<file path="src/rtl/muldiv_seq_pkg.sv">
// Shared ISA constants and sequencer state type for the RV32M muldiv unit.
// Holds the M-extension funct3 encodings and the muldiv_state_t FSM enum.
package muldiv_seq_pkg;

    localparam int ISA__XLEN         = 32;
    localparam int ISA__FUNCT3_WIDTH = 3;

    localparam logic [ISA__FUNCT3_WIDTH-1:0] ISA__FUNCT3_MUL    = 3'd0;
    localparam logic [ISA__FUNCT3_WIDTH-1:0] ISA__FUNCT3_MULH   = 3'd1;
    localparam logic [ISA__FUNCT3_WIDTH-1:0] ISA__FUNCT3_MULHSU = 3'd2;
    localparam logic [ISA__FUNCT3_WIDTH-1:0] ISA__FUNCT3_MULHU  = 3'd3;
    localparam logic [ISA__FUNCT3_WIDTH-1:0] ISA__FUNCT3_DIV    = 3'd4;
    localparam logic [ISA__FUNCT3_WIDTH-1:0] ISA__FUNCT3_DIVU   = 3'd5;
    localparam logic [ISA__FUNCT3_WIDTH-1:0] ISA__FUNCT3_REM    = 3'd6;
    localparam logic [ISA__FUNCT3_WIDTH-1:0] ISA__FUNCT3_REMU   = 3'd7;

    typedef enum logic [1:0] {
        IDLE = 2'd0,
        CALC = 2'd1,
        DONE = 2'd2
    } muldiv_state_t;

endpackage

</file>
<file path="src/rtl/muldiv_step.sv">
// muldiv_step: one combinational iteration (shift-add multiply step or
// restoring-divide step). The divide half exists only with MULDIV_DIV_EN.
module muldiv_step
    import muldiv_seq_pkg::*;
#(
    parameter int Width = ISA__XLEN
) (
`ifdef MULDIV_DIV_EN
    input  logic             div_i,
`endif
    input  logic [Width-1:0] hi_i,
    input  logic [Width-1:0] lo_i,
    input  logic [Width-1:0] m_i,
    output logic [Width-1:0] hi_o,
    output logic [Width-1:0] lo_o
);

    logic [Width:0] sum;
    logic [Width:0] acc;
`ifdef MULDIV_DIV_EN
    logic [Width:0] sh;
    logic           ge;
`endif

    always_comb begin
        // {hi,lo} is the 2W accumulator; lo holds the unconsumed multiplier bits
        sum  = {1'b0, hi_i} + {1'b0, m_i};
        acc  = lo_i[0] ? sum : {1'b0, hi_i};
        hi_o = acc[Width:1];
        lo_o = {acc[0], lo_i[Width-1:1]};
`ifdef MULDIV_DIV_EN
        sh = {hi_i, lo_i[Width-1]};
        ge = (sh >= {1'b0, m_i});
        if (div_i) begin
            hi_o = ge ? (sh[Width-1:0] - m_i) : sh[Width-1:0];
            lo_o = {lo_i[Width-2:0], ge};
        end
`endif
    end

endmodule

</file>
<file path="src/rtl/muldiv_seq.sv">
// muldiv_seq: bit-serial RV32M multiply/divide sequencer with valid/ready I/O.
// Define MULDIV_DIV_EN for the divider; otherwise div ops return 0 at once.
module muldiv_seq
    import muldiv_seq_pkg::*;
#(
    parameter int Width = ISA__XLEN
) (
    input  logic                         clk,
    input  logic                         rst_n,
    input  logic                         req_valid,
    output logic                         req_ready,
    input  logic [ISA__FUNCT3_WIDTH-1:0] funct3,
    input  logic [Width-1:0]             a,
    input  logic [Width-1:0]             b,
    input  logic                         flush,
    output logic                         rsp_valid,
    input  logic                         rsp_ready,
    output logic [Width-1:0]             result,
    output logic                         busy
);

    localparam int CntW = $clog2(Width + 1);
    localparam logic [Width-1:0] MinVal = {1'b1, {(Width-1){1'b0}}};

    muldiv_state_t                state_q;
    logic [ISA__FUNCT3_WIDTH-1:0] op_q;
    logic                         neg_q;
    logic [Width-1:0]             m_q;
    logic [Width-1:0]             hi_q;
    logic [Width-1:0]             lo_q;
    logic [Width-1:0]             result_q;
    logic [CntW-1:0]              cnt_q;
    logic                         ready_q;
    logic                         valid_q;
    logic                         busy_q;

    logic             is_div;
    logic             sgn_a;
    logic             sgn_b;
    logic             neg_d;
    logic             fast_d;
    logic [Width-1:0] abs_a;
    logic [Width-1:0] abs_b;
    logic [Width-1:0] fast_res_d;
    logic [Width-1:0] hi_d;
    logic [Width-1:0] lo_d;
    logic [Width-1:0] hi_neg;
    logic [Width-1:0] final_d;

    always_comb begin
        is_div = funct3[2];
        sgn_a  = a[Width-1] & ((funct3 == ISA__FUNCT3_MULH) |
                               (funct3 == ISA__FUNCT3_MULHSU) |
                               (funct3 == ISA__FUNCT3_DIV) |
                               (funct3 == ISA__FUNCT3_REM));
        sgn_b  = b[Width-1] & ((funct3 == ISA__FUNCT3_MULH) |
                               (funct3 == ISA__FUNCT3_DIV) |
                               (funct3 == ISA__FUNCT3_REM));
        abs_a  = sgn_a ? -a : a;
        abs_b  = sgn_b ? -b : b;
        // remainder follows the dividend; everything else is sign(a)^sign(b)
        neg_d  = (funct3 == ISA__FUNCT3_REM) ? sgn_a : (sgn_a ^ sgn_b);
`ifdef MULDIV_DIV_EN
        fast_d     = 1'b0;
        fast_res_d = '0;
        if (is_div && (b == '0)) begin
            fast_d     = 1'b1;
            fast_res_d = funct3[1] ? a : '1;
        end else if (is_div && !funct3[0] && (a == MinVal) && (b == '1)) begin
            fast_d     = 1'b1;
            fast_res_d = funct3[1] ? '0 : MinVal;
        end
`else
        fast_d     = is_div;
        fast_res_d = '0;
`endif
    end

    muldiv_step #(
        .Width(Width)
    ) u_step (
`ifdef MULDIV_DIV_EN
        .div_i(op_q[2]),
`endif
        .hi_i (hi_q),
        .lo_i (lo_q),
        .m_i  (m_q),
        .hi_o (hi_d),
        .lo_o (lo_d)
    );

    always_comb begin
        // high half of -{hi,lo}: borrow from the low half only when lo is zero
        hi_neg  = ~hi_d + {{(Width-1){1'b0}}, (lo_d == '0)};
        final_d = neg_q ? hi_neg : hi_d;
        if (op_q == ISA__FUNCT3_MUL) begin
            final_d = lo_d;
        end
`ifdef MULDIV_DIV_EN
        else if (op_q[2]) begin
            if (op_q[1]) final_d = neg_q ? -hi_d : hi_d;
            else         final_d = neg_q ? -lo_d : lo_d;
        end
`endif
    end

    always_ff @(posedge clk or negedge rst_n) begin
        if (!rst_n) begin
            state_q  <= IDLE;
            op_q     <= '0;
            neg_q    <= 1'b0;
            m_q      <= '0;
            hi_q     <= '0;
            lo_q     <= '0;
            result_q <= '0;
            cnt_q    <= '0;
            ready_q  <= 1'b1;
            valid_q  <= 1'b0;
            busy_q   <= 1'b0;
        end else begin
            case (state_q)
                IDLE: begin
                    if (req_valid && !flush) begin
                        op_q    <= funct3;
                        neg_q   <= neg_d;
                        ready_q <= 1'b0;
                        busy_q  <= 1'b1;
                        if (fast_d) begin
                            result_q <= fast_res_d;
                            valid_q  <= 1'b1;
                            state_q  <= DONE;
                        end else begin
                            m_q     <= is_div ? abs_b : abs_a;
                            lo_q    <= is_div ? abs_a : abs_b;
                            hi_q    <= '0;
                            cnt_q   <= CntW'(Width);
                            state_q <= CALC;
                        end
                    end
                end
                CALC: begin
                    if (flush) begin
                        cnt_q   <= '0;
                        ready_q <= 1'b1;
                        busy_q  <= 1'b0;
                        state_q <= IDLE;
                    end else begin
                        hi_q  <= hi_d;
                        lo_q  <= lo_d;
                        cnt_q <= cnt_q - 1'b1;
                        if (cnt_q == CntW'(1)) begin
                            result_q <= final_d;
                            valid_q  <= 1'b1;
                            state_q  <= DONE;
                        end
                    end
                end
                DONE: begin
                    if (flush || rsp_ready) begin
                        valid_q <= 1'b0;
                        ready_q <= 1'b1;
                        busy_q  <= 1'b0;
                        state_q <= IDLE;
                    end
                end
                default: begin
                    valid_q <= 1'b0;
                    ready_q <= 1'b1;
                    busy_q  <= 1'b0;
                    state_q <= IDLE;
                end
            endcase
        end
    end

    assign req_ready = ready_q;
    assign rsp_valid = valid_q;
    assign busy      = busy_q;
    assign result    = result_q;

endmodule

</file>
<file path="config.mk">
export PLATFORM = sky130hd
export DESIGN_NAME = muldiv_seq
export DESIGN_NICKNAME = d
export VERILOG_FILES = /design/src/rtl/muldiv_seq_pkg.sv /design/src/rtl/muldiv_step.sv /design/src/rtl/muldiv_seq.sv
export SDC_FILE = /design/constraint.sdc
export NUM_CORES = 1
export LEC_CHECK = 0
export ABC_AREA = 1
export BUFFER_PORTS_ARGS = -buffer_cell sky130_fd_sc_hd__buf_2
export CORE_ASPECT_RATIO = 1.75
export CORE_MARGIN = 2
export CORE_UTILIZATION = 30
export DETAILED_ROUTE_END_ITERATION = 10
export GPL_TIMING_DRIVEN = 0
export PLACE_DENSITY = 0.47
export SLEW_MARGIN = 20
export SYNTH_ARGS = -nofsm -noshare
export SYNTH_HDL_FRONTEND = slang
export SYNTH_HIERARCHICAL = 1
export SYNTH_SLANG_ARGS = --single-unit
</file>
<file path="constraint.sdc">
create_clock -name clk -period 8.5 [get_ports clk]
set_input_delay 0.425 -clock clk [delete_from_list [all_inputs] [get_ports clk]]
set_output_delay 0.425 -clock clk [all_outputs]
set_load 0.01 [all_outputs]
</file>
* Word level (Yosys, flattened, before mapping) *
Index checks and enable logic that the tools add are counted.

operators by class
  bitwise gates (word level) = 10
  $mul = 0
  divide/modulo/power cells = 0
  reductions and logical operators = 15
  shift-type cells = 0
  muxes and demuxes = 42
  equal/unequal tests = 15
  magnitude comparators = 0
  add/sub/neg operators = 5

operators by type and width
  cell                                              number
  2-to-1 mux 32 bit                                 14
  one-hot mux 32 bit (2 select lines)               3
  negator 32 bit                                    2
  adder 32 x 32 -> 33 bit                           1
  2-to-1 mux 33 bit                                 1
  adder 32 x 1 -> 32 bit                            1
  zero test 32 bit                                  1
  NOT 32 bit                                        1
  2-to-1 mux 6 bit                                  3
  != test 2 bit, second input constant              7
  one-hot mux 6 bit (2 select lines)                1
  AND reduction 3 bit                               4
  2-to-1 mux 1 bit                                  11
  2-to-1 mux 2 bit                                  5
  AND reduction 5 bit                               2
  one-hot mux 1 bit (3 select lines)                3
  == test 3 bit, second input constant              2
  == test 6 x 1 -> 1 bit, second input constant     1
  one-hot mux 2 bit (3 select lines)                1
  subtractor 6 x 1 -> 6 bit, second input constant  1
  OR 1 bit                                          5
  AND reduction 4 bit                               1
  == test 3 x 1 -> 1 bit, second input constant     1
  == test 3 x 2 -> 1 bit, second input constant     1
  other kinds (13)                                  14

storage, ports and cells
  register bits after elaboration = 143
  output and inout port bits = 35
  input bits = 72
  memories = 0
  bits in writable memories = 0
  memory bits (read-only) = 0
  word-level logic and storage cells = 98
  bits in latches = 0

* Logic depth before layout (Yosys ltp) *
Gate-level depths: netlist of the first run.

  word-level depth = 9
  mapped depth = 25
  depth with buffers taken out = 25

* Hierarchy *
The synthesis of the first run kept the hierarchy.

modules (own cells, without submodules)
  module       times used  cells an instance  area each (µm²)
  muldiv_seq   1           1337               9068.7
  muldiv_step  1           616                3016.6

* Worst setup path after synthesis of the first run *
Ideal clock, no wire load.

  kind = reg2reg
  start = register hi_q[0]
  end = register result_q[10], in the netlist result[10]
  slack = 5.698 ns
  data required time = 8.384 ns
  library setup time = 0.116 ns
  arrival time = 2.686 ns
  stages on the path, launching flop included = 15
  period minus slack after synthesis = 2.802 ns
  cell sequence = dfrtp_1 ha_1 fa_1 nand3_1 nand3_1 a21oi_1 xor2_1 o21ai_0 nor2_1 nand4_1 o21ai_0 or2_2 nand3_1 nand2_1 nand2_1

on the way
  longest elaborated chain between the ends = 9
  elaborated cells between the ends (all ways) = 10
  those cells by class = add/sub (2); mux (6); bitwise (1); reduce/logical (1)

ends and longest elaborated chain
  item                                 line               source
  from (decl)                          muldiv_seq.sv:29   logic [Width-1:0] hi_q;
  from (signal assigned)               muldiv_seq.sv:148  hi_q <= hi_d;
  adder 32 x 32 -> 33 bit              muldiv_step.sv:27  sum = {1'b0, hi_i} + {1'b0, m_i};
  2-to-1 mux 33 bit                    muldiv_step.sv:28  acc = lo_i[0] ? sum : {1'b0, hi_i};
  named net hi_d[7]                    muldiv_seq.sv:45   logic [Width-1:0] hi_d;
  NOT 32 bit                           muldiv_seq.sv:94   hi_neg = ~hi_d + {{(Width-1){1'b0}}, (lo_d == '0)};
  adder 32 x 1 -> 32 bit               muldiv_seq.sv:94
  2-to-1 mux 32 bit                    muldiv_seq.sv:95   final_d = neg_q ? hi_neg : hi_d;
  2-to-1 mux 32 bit                    muldiv_seq.sv:96   if (op_q == ISA__FUNCT3_MUL) begin
  2-to-1 mux 32 bit                    muldiv_seq.sv:151  if (cnt_q == CntW'(1)) begin
  2-to-1 mux 32 bit                    muldiv_seq.sv:142  if (flush) begin
  one-hot mux 32 bit (2 select lines)  muldiv_seq.sv:121  case (state_q)
  to (signal assigned)                 muldiv_seq.sv:129  result_q <= fast_res_d;
  to (signal assigned)                 muldiv_seq.sv:152  result_q <= final_d;
  to (decl)                            muldiv_seq.sv:31   logic [Width-1:0] result_q;

The timed path passes the listed nets, and every way through them passes these cells. The select of a mux whose other input is x is not followed.
A chain may end at the register's enable or synchronous reset.

* Worst setup path after layout of the first run *
  start = register lo_q[0]
  end = register result_q[27], in the netlist result[27]

on the way
  longest elaborated chain between the ends = 8
  elaborated cells between the ends (all ways) = 9
  those cells by class = add/sub (1); mux (6); bitwise (1); reduce/logical (1)

ends and longest elaborated chain
  item                                 line               source
  from (decl)                          muldiv_seq.sv:30   logic [Width-1:0] lo_q;
  from (signal assigned)               muldiv_seq.sv:134  lo_q <= is_div ? abs_a : abs_b;
  from (signal assigned)               muldiv_seq.sv:149  lo_q <= lo_d;
  2-to-1 mux 33 bit                    muldiv_step.sv:28
  named net lo_d[31]                   muldiv_seq.sv:46   logic [Width-1:0] lo_d;
  zero test 32 bit                     muldiv_seq.sv:94
  adder 32 x 1 -> 32 bit               muldiv_seq.sv:94
  2-to-1 mux 32 bit                    muldiv_seq.sv:95
  2-to-1 mux 32 bit                    muldiv_seq.sv:96
  2-to-1 mux 32 bit                    muldiv_seq.sv:151
  2-to-1 mux 32 bit                    muldiv_seq.sv:142
  one-hot mux 32 bit (2 select lines)  muldiv_seq.sv:121

The timed path passes the listed nets, and every way through them passes these cells. The select of a mux whose other input is x is not followed.

==> results of run 1 <==
[where the power goes]
| group | total, mW | switching, mW | internal, mW |
|---|---|---|---|
| logic | 2.15 | 1.40 | 0.747 |
| clock network | 0.820 | 0.347 | 0.472 |
| registers | 1.11 | 0.184 | 0.923 |
[worst paths after layout]
check                      slack, ps                      to
max                             4070  result[27]$_DFFE_PN0P_
min                              240  state_q[1]$_DFFE_PN0P_
max reg2reg                     4070  result[27]$_DFFE_PN0P_
min reg2reg                      470   req_ready$_DFFE_PN1P_
max in group asynchronous       7210  result[22]$_DFFE_PN0P_
min in group asynchronous        500   rsp_valid$_DFFE_PN0P_
[kinds of logic after synthesis]
kind of cell	Yosys count	synth area share, %
simple gates	1140	39.5
buf+inv	349	12.5
compound gates	246	11.6
flops	143	29.6
fa+ha+maj	39	4.10
xor+xnor	36	2.61
[flip-flops by register name, summed over array words and instances (netlist names)]
signal,cells
busy,1
req_ready,1
result,32
lo_q,32
state_q,2
m_q,32
cnt_q,6
hi_q,32
neg_q,1
op_q,3
rsp_valid,1
[synthesized netlist by cell type, drive strengths merged (16+ instances only)]
| cell | count |
|---|---|
| a21oi | 80 |
| buf | 69 |
| clkbuf | 16 |
| dfrtp | 142 |
| ha | 38 |
| inv | 262 |
| nand2 | 692 |
| nand3 | 197 |
| nand4 | 21 |
| nor2 | 192 |
| o21ai | 124 |
| xnor2 | 16 |
| xor2 | 20 |
[layout make-up]
cell class	instances	area share, %
Inverter	264	7.15
Multi-Input combinational cell	1461	50.3
Clock inverter	15	1.40
Tap cell	495	4.45
Clock buffer	17	3.06
Sequential cell	143	25.7
Timing Repair Buffer	108	4.16
Buffer	85	3.73
[worst max-delay path: stages (launching register included)]
cell	delay [ps]
dfrtp_1	390
buf_2	320
inv_1	90
buf_2	180
buf_2	230
nand2_1	90
nand2_1	260
nor4_1	290
nand4_1	270
nor2_1	310
ha_1	220
inv_1	40
nor2_1	180
nand2_1	100
nand2_1	130
nand3_1	250
nor2_1	520
nand2_1	110
nand2_1	80
nand3_1	70
nand2_1	120
nand2_1	50
[metal layers]
metal	GRT usage [%]	part of all wire [%]	up-vias
li1	-	-	6437
met2	43.7	56	292
met3	2.41	2.5	93
met4	10.0	4.3	0
met5	0	0	-
met1	21.4	37	5671
[through the flow]
stage	utilization [%]	instances	cell area [µm²]	power, mW	setup WS, ps
floorplan	-	1953	12100	2.57	5700
CTS	34.8	2588	13900	4.10	4090
global placement	33.1	2554	13200	3.23	4150
global route	34.8	2588	13900	4.40	3910
finish	34.8	2588	13900	4.07	4070
detailed placement	33.2	2555	13300	3.25	4130
[repair_timing]
action,in CTS,in global routing
buffers inserted,0,0
hold buffers,1,0
endpoints found under the hold margin,69,0
==> flow_summary.toml, run 1 <==
[final_layout]
final_common_cell = "nand2_1"
regArea_um2 = 3580
multi_input_area_um2 = 6990
diodes = 0
nNetsFinal = 2191
fillCellCount = 4464
drive_above_1_share_pct = 12.2
final_cell_mix = "nand2_1 (682), inv_1 (252), nand3_1 (193), nor2_1 (183), dfrtp_1 (142)"
syn2layout_area_growth_pct = 15.0

[die]
rows = 97
io_pins = 107
die_area_um2 = 42000
die_y_um = 270
core_um2 = 39900
die_x_um = 156
start_util_pct = 30.3

[route]
wl_um = 45300
drc_errors = 0
via_per_inst = 4.83
drt-wirelength-per-cell_um = 17.5
vias = 12500
drtPass1Iterations = 8
drtIter0Drc = 698
antenna_left = 0

[clock_network]
cts_resized = 0
cts_made_buffers = 17
cts.clk_slew.worst_paths_ps = 70
clock_path_buffers = 2
root_buffer = "clkbuf_16"
cts_tree = "built"
htreeDepth = 4
cts.sinks = 143
insertion_delay_ps = 460

[yosys]
synth_edf_count = 0
ys_types = 49
synth_area_leader_cell = "dfrtp_1"
yosysWarnings = 6
syn_area_um2 = 12100
synth.avg_cell_area_um2 = 6.19
syn_nets = 2064
syn-instance-count = 1953
synthFlopType = "dfrtp_1"
ys_seq_elements = 143
yosysSeqAreaShare_pct = 29.6
synth_top_area_share_pct = 29.4
async_flop_share_pct = 100
ys_top_cells_by_area = "dfrtp_1 (29%), nand2_1 (21%), nand3_1 (8.0%), inv_1 (7.8%), nor2_1 (5.7%)"

[grt]
grt_max_degree = 74
grt_pass1_vias = 12500
grt_use_total_pct = 21.7
grt_remaining_overflow = 0
antenna_found_initial = 0
grt_pass1_wl_um = 68900

[sta]
fmaxAchievable_ghz = 0.226
setup_viol = 0
finalSetupTns_ps = 0
slew_violations = 0
rsz0062_at_grt = "false"
tightest_slew_ps = 748
min_period_ps = 4430
skew_ps = 20.4
slew_headroom_pct = 49.6
fin_crit_sh_pct = 52.1
final_hold_viol_count = 0
whs_ps = 241

[worst_hold_path]
min_delay_path_depth = 4
worstHoldStart = "rsp_ready"
hp-class = "primary input to flop"

[setup_path]
worst-path-max-fanout = 10
worstReg2RegStart = "lo_q[0]$_DFFE_PN0P_"
cp.required_ps = 8850
r2r_cells = 21
setup.worst_path.end_class = "flop"
crit_arrival_ps = 4770
cp-startpoint = "lo_q[0]$_DFFE_PN0P_"
path_class = "flop to flop"
startpoint_type = "flop"

[place]
io_buffer_count = 106
gp_congestion = 0.965
hpwl_um = 37900

[power]
leakagePower_nw = 7.56
powerDensity_nw_per_um2 = 293
peakVddDrop_v = 0.000121

[outcome]
outcome = "completed"

[flow_run]
cap_violations = 0
(Power assumes the default switching activity.)
==> run 2, diff against run 1 <==
PLACE_DENSITY = 0.48   (was 0.47)
clock period = 3.55 ns   (was 8.5 ns; I/O delays follow)
==> run 2 against run 1 <==
Effect of this change: critical endpoint is now result[30]$_DFFE_PN0P_; largest power group unchanged; highest routed layer unchanged; combinational power increased by 140%; flip-flop and latch count unchanged; clock power increased by 120%.
==> flow_summary.toml, run 2 (synthesis gave the netlist of run 1 again) <==
[route]
wl_met2_um = 25400
top_layer = "met4"
wl_um = 44900
drtPass1Iterations = 5
via_per_inst = 4.79
wl_met3_um = 990
drtIter0Drc = 683
drt-wirelength-per-cell_um = 17.3
vias = 12400
met1_length_um = 16700
antenna_left = 0
drc_errors = 0

[clock_network]
cts_tree = "built"
cts_made_buffers = 17
htreeDepth = 4
insertion_delay_ps = 460
root_buffer = "clkbuf_16"
cts.clk_slew.worst_paths_ps = 70
cts.sinks = 143
clock_path_buffers = 2

[setup_path]
path_class = "flop to flop"
worstReg2RegStart = "hi_q[0]$_DFFE_PN0P_"
cp-startpoint = "hi_q[0]$_DFFE_PN0P_"
crit_arrival_ps = 3710
worst-path-max-fanout = 7
setup.worst_path.end_class = "flop"
cp.required_ps = 3890
startpoint_type = "flop"

[final_layout]
final_common_cell = "nand2_1"
nNetsFinal = 2194
syn2layout_area_growth_pct = 15.8
final_cell_mix = "nand2_1 (678), inv_1 (251), nand3_1 (190), nor2_1 (178), dfrtp_1 (142)"
diodes = 0
stdcell_area_um2 = 14000
drive_above_1_share_pct = 13.0
fin_cells = 2591

[die]
rows = 97
die_area_um2 = 42000
die_x_um = 156
io_pins = 107
start_util_pct = 30.3
die_y_um = 270
core_um2 = 39900

[grt]
antenna_found_initial = 0
grt_use_total_pct = 21.6
grt_pass1_vias = 12700
grt_max_degree = 74
grt_pass1_wl_um = 69100
grt_remaining_overflow = 0

[place]
gp_congestion = 0.931
io_buffer_count = 106
dp_cells = 2555
hpwl_um = 37600
post_dp_cell_area_um2 = 13300
pre_cts_slack_ps = -831

[sta]
setup_slack_ps = 184
setup_viol = 0
slew_violations = 0
final_hold_viol_count = 0
fmaxAchievable_ghz = 0.297
min_period_ps = 3370
skew_ps = 15.2
slew_headroom_pct = 52.6
fin_crit_sh_pct = 94.8
tightest_slew_ps = 711

[power]
powerDensity_nw_per_um2 = 693
leakagePower_nw = 7.57
finalPower_mw = 9.70
peakVddDrop_v = 0.000284

[flow_run]
cap_violations = 0

[worst_hold_path]
worstHoldStart = "a[21]"
hp-class = "primary input to flop"

[outcome]
outcome = "completed"
==> run 2: per-stage QoR <==
stage	hold WS [ps]	setup TNS (ps)	util [%]
final	23.9	0	35.0
after global routing	24.2	-63.8	35.0
after CTS	0.550	-2.20	34.9
after detailed placement	177	-12580	33.2
after global placement	455	-11350	33.1
after floorplan	-118	0	-
==> run 2: power breakdown <==
group	total [mW]	leakage, nW	internal (mW)	switching, mW
Sequential	2.65	1.84	2.21	0.435
Clock	1.83	0.285	0.988	0.838
Combinational	5.23	5.45	1.84	3.39
Total	9.70	7.57	5.04	4.66
==> run 2: final cells by class <==
cell class                      instances  area (µm²)
Multi-Input combinational cell       1461        7100
Clock buffer                           17         425
Inverter                              264         993
Timing Repair Buffer                  111         603
Tap cell                              495         619
Clock inverter                         15         148
Sequential cell                       143        3580
Fill cell                            4547       25900
Buffer                                 85         528
==> run 2: critical path: stages, from the launching register on <==
cell,delay [ps]
dfrtp_1,400
ha_1,260
fa_1,470
nand3_1,140
nand3_2,150
nand3_1,130
nand3_2,160
xnor2_1,210
o21ai_1,90
inv_2,130
nand2_1,150
nor2_1,150
nand3_2,200
o21ai_4,270
nand2_1,80
nand2_1,60
nand3_1,60
nand2_1,100
nand2_1,50
==> run 2: what timing repair did <==
| item | CTS | global route |
|---|---|---|
| hold buffers | 2 | 0 |
| pin swaps | 4 | 2 |
| resized for setup | 21 | 9 |
| endpoints found under the hold margin | 71 | 0 |
| endpoints found under the setup margin | 27 | 21 |
| setup buffers | 1 | 1 |
==> run 2: final timing paths <==
path,to,slack [ps],depth (start not counted)
worst max register to register,result[30]$_DFFE_PN0P_,180,18
worst min-delay path,m_q[21]$_DFFE_PN0P_,20,4
worst min register to register,req_ready$_DFFE_PN1P_,470,2
min in group asynchronous,cnt_q[0]$_DFFE_PN0P_,240,2
worst max-delay path,result[30]$_DFFE_PN0P_,180,18
max in group asynchronous,m_q[22]$_DFFE_PN0P_,2510,3
==> run 2: per-layer routing <==
metal / global-route usage (%) / up-vias
met5: 0 / -
met3: 2.36 / 85
li1: - / 6433
met1: 21.7 / 5663
met4: 9.87 / 0
met2: 43.3 / 235
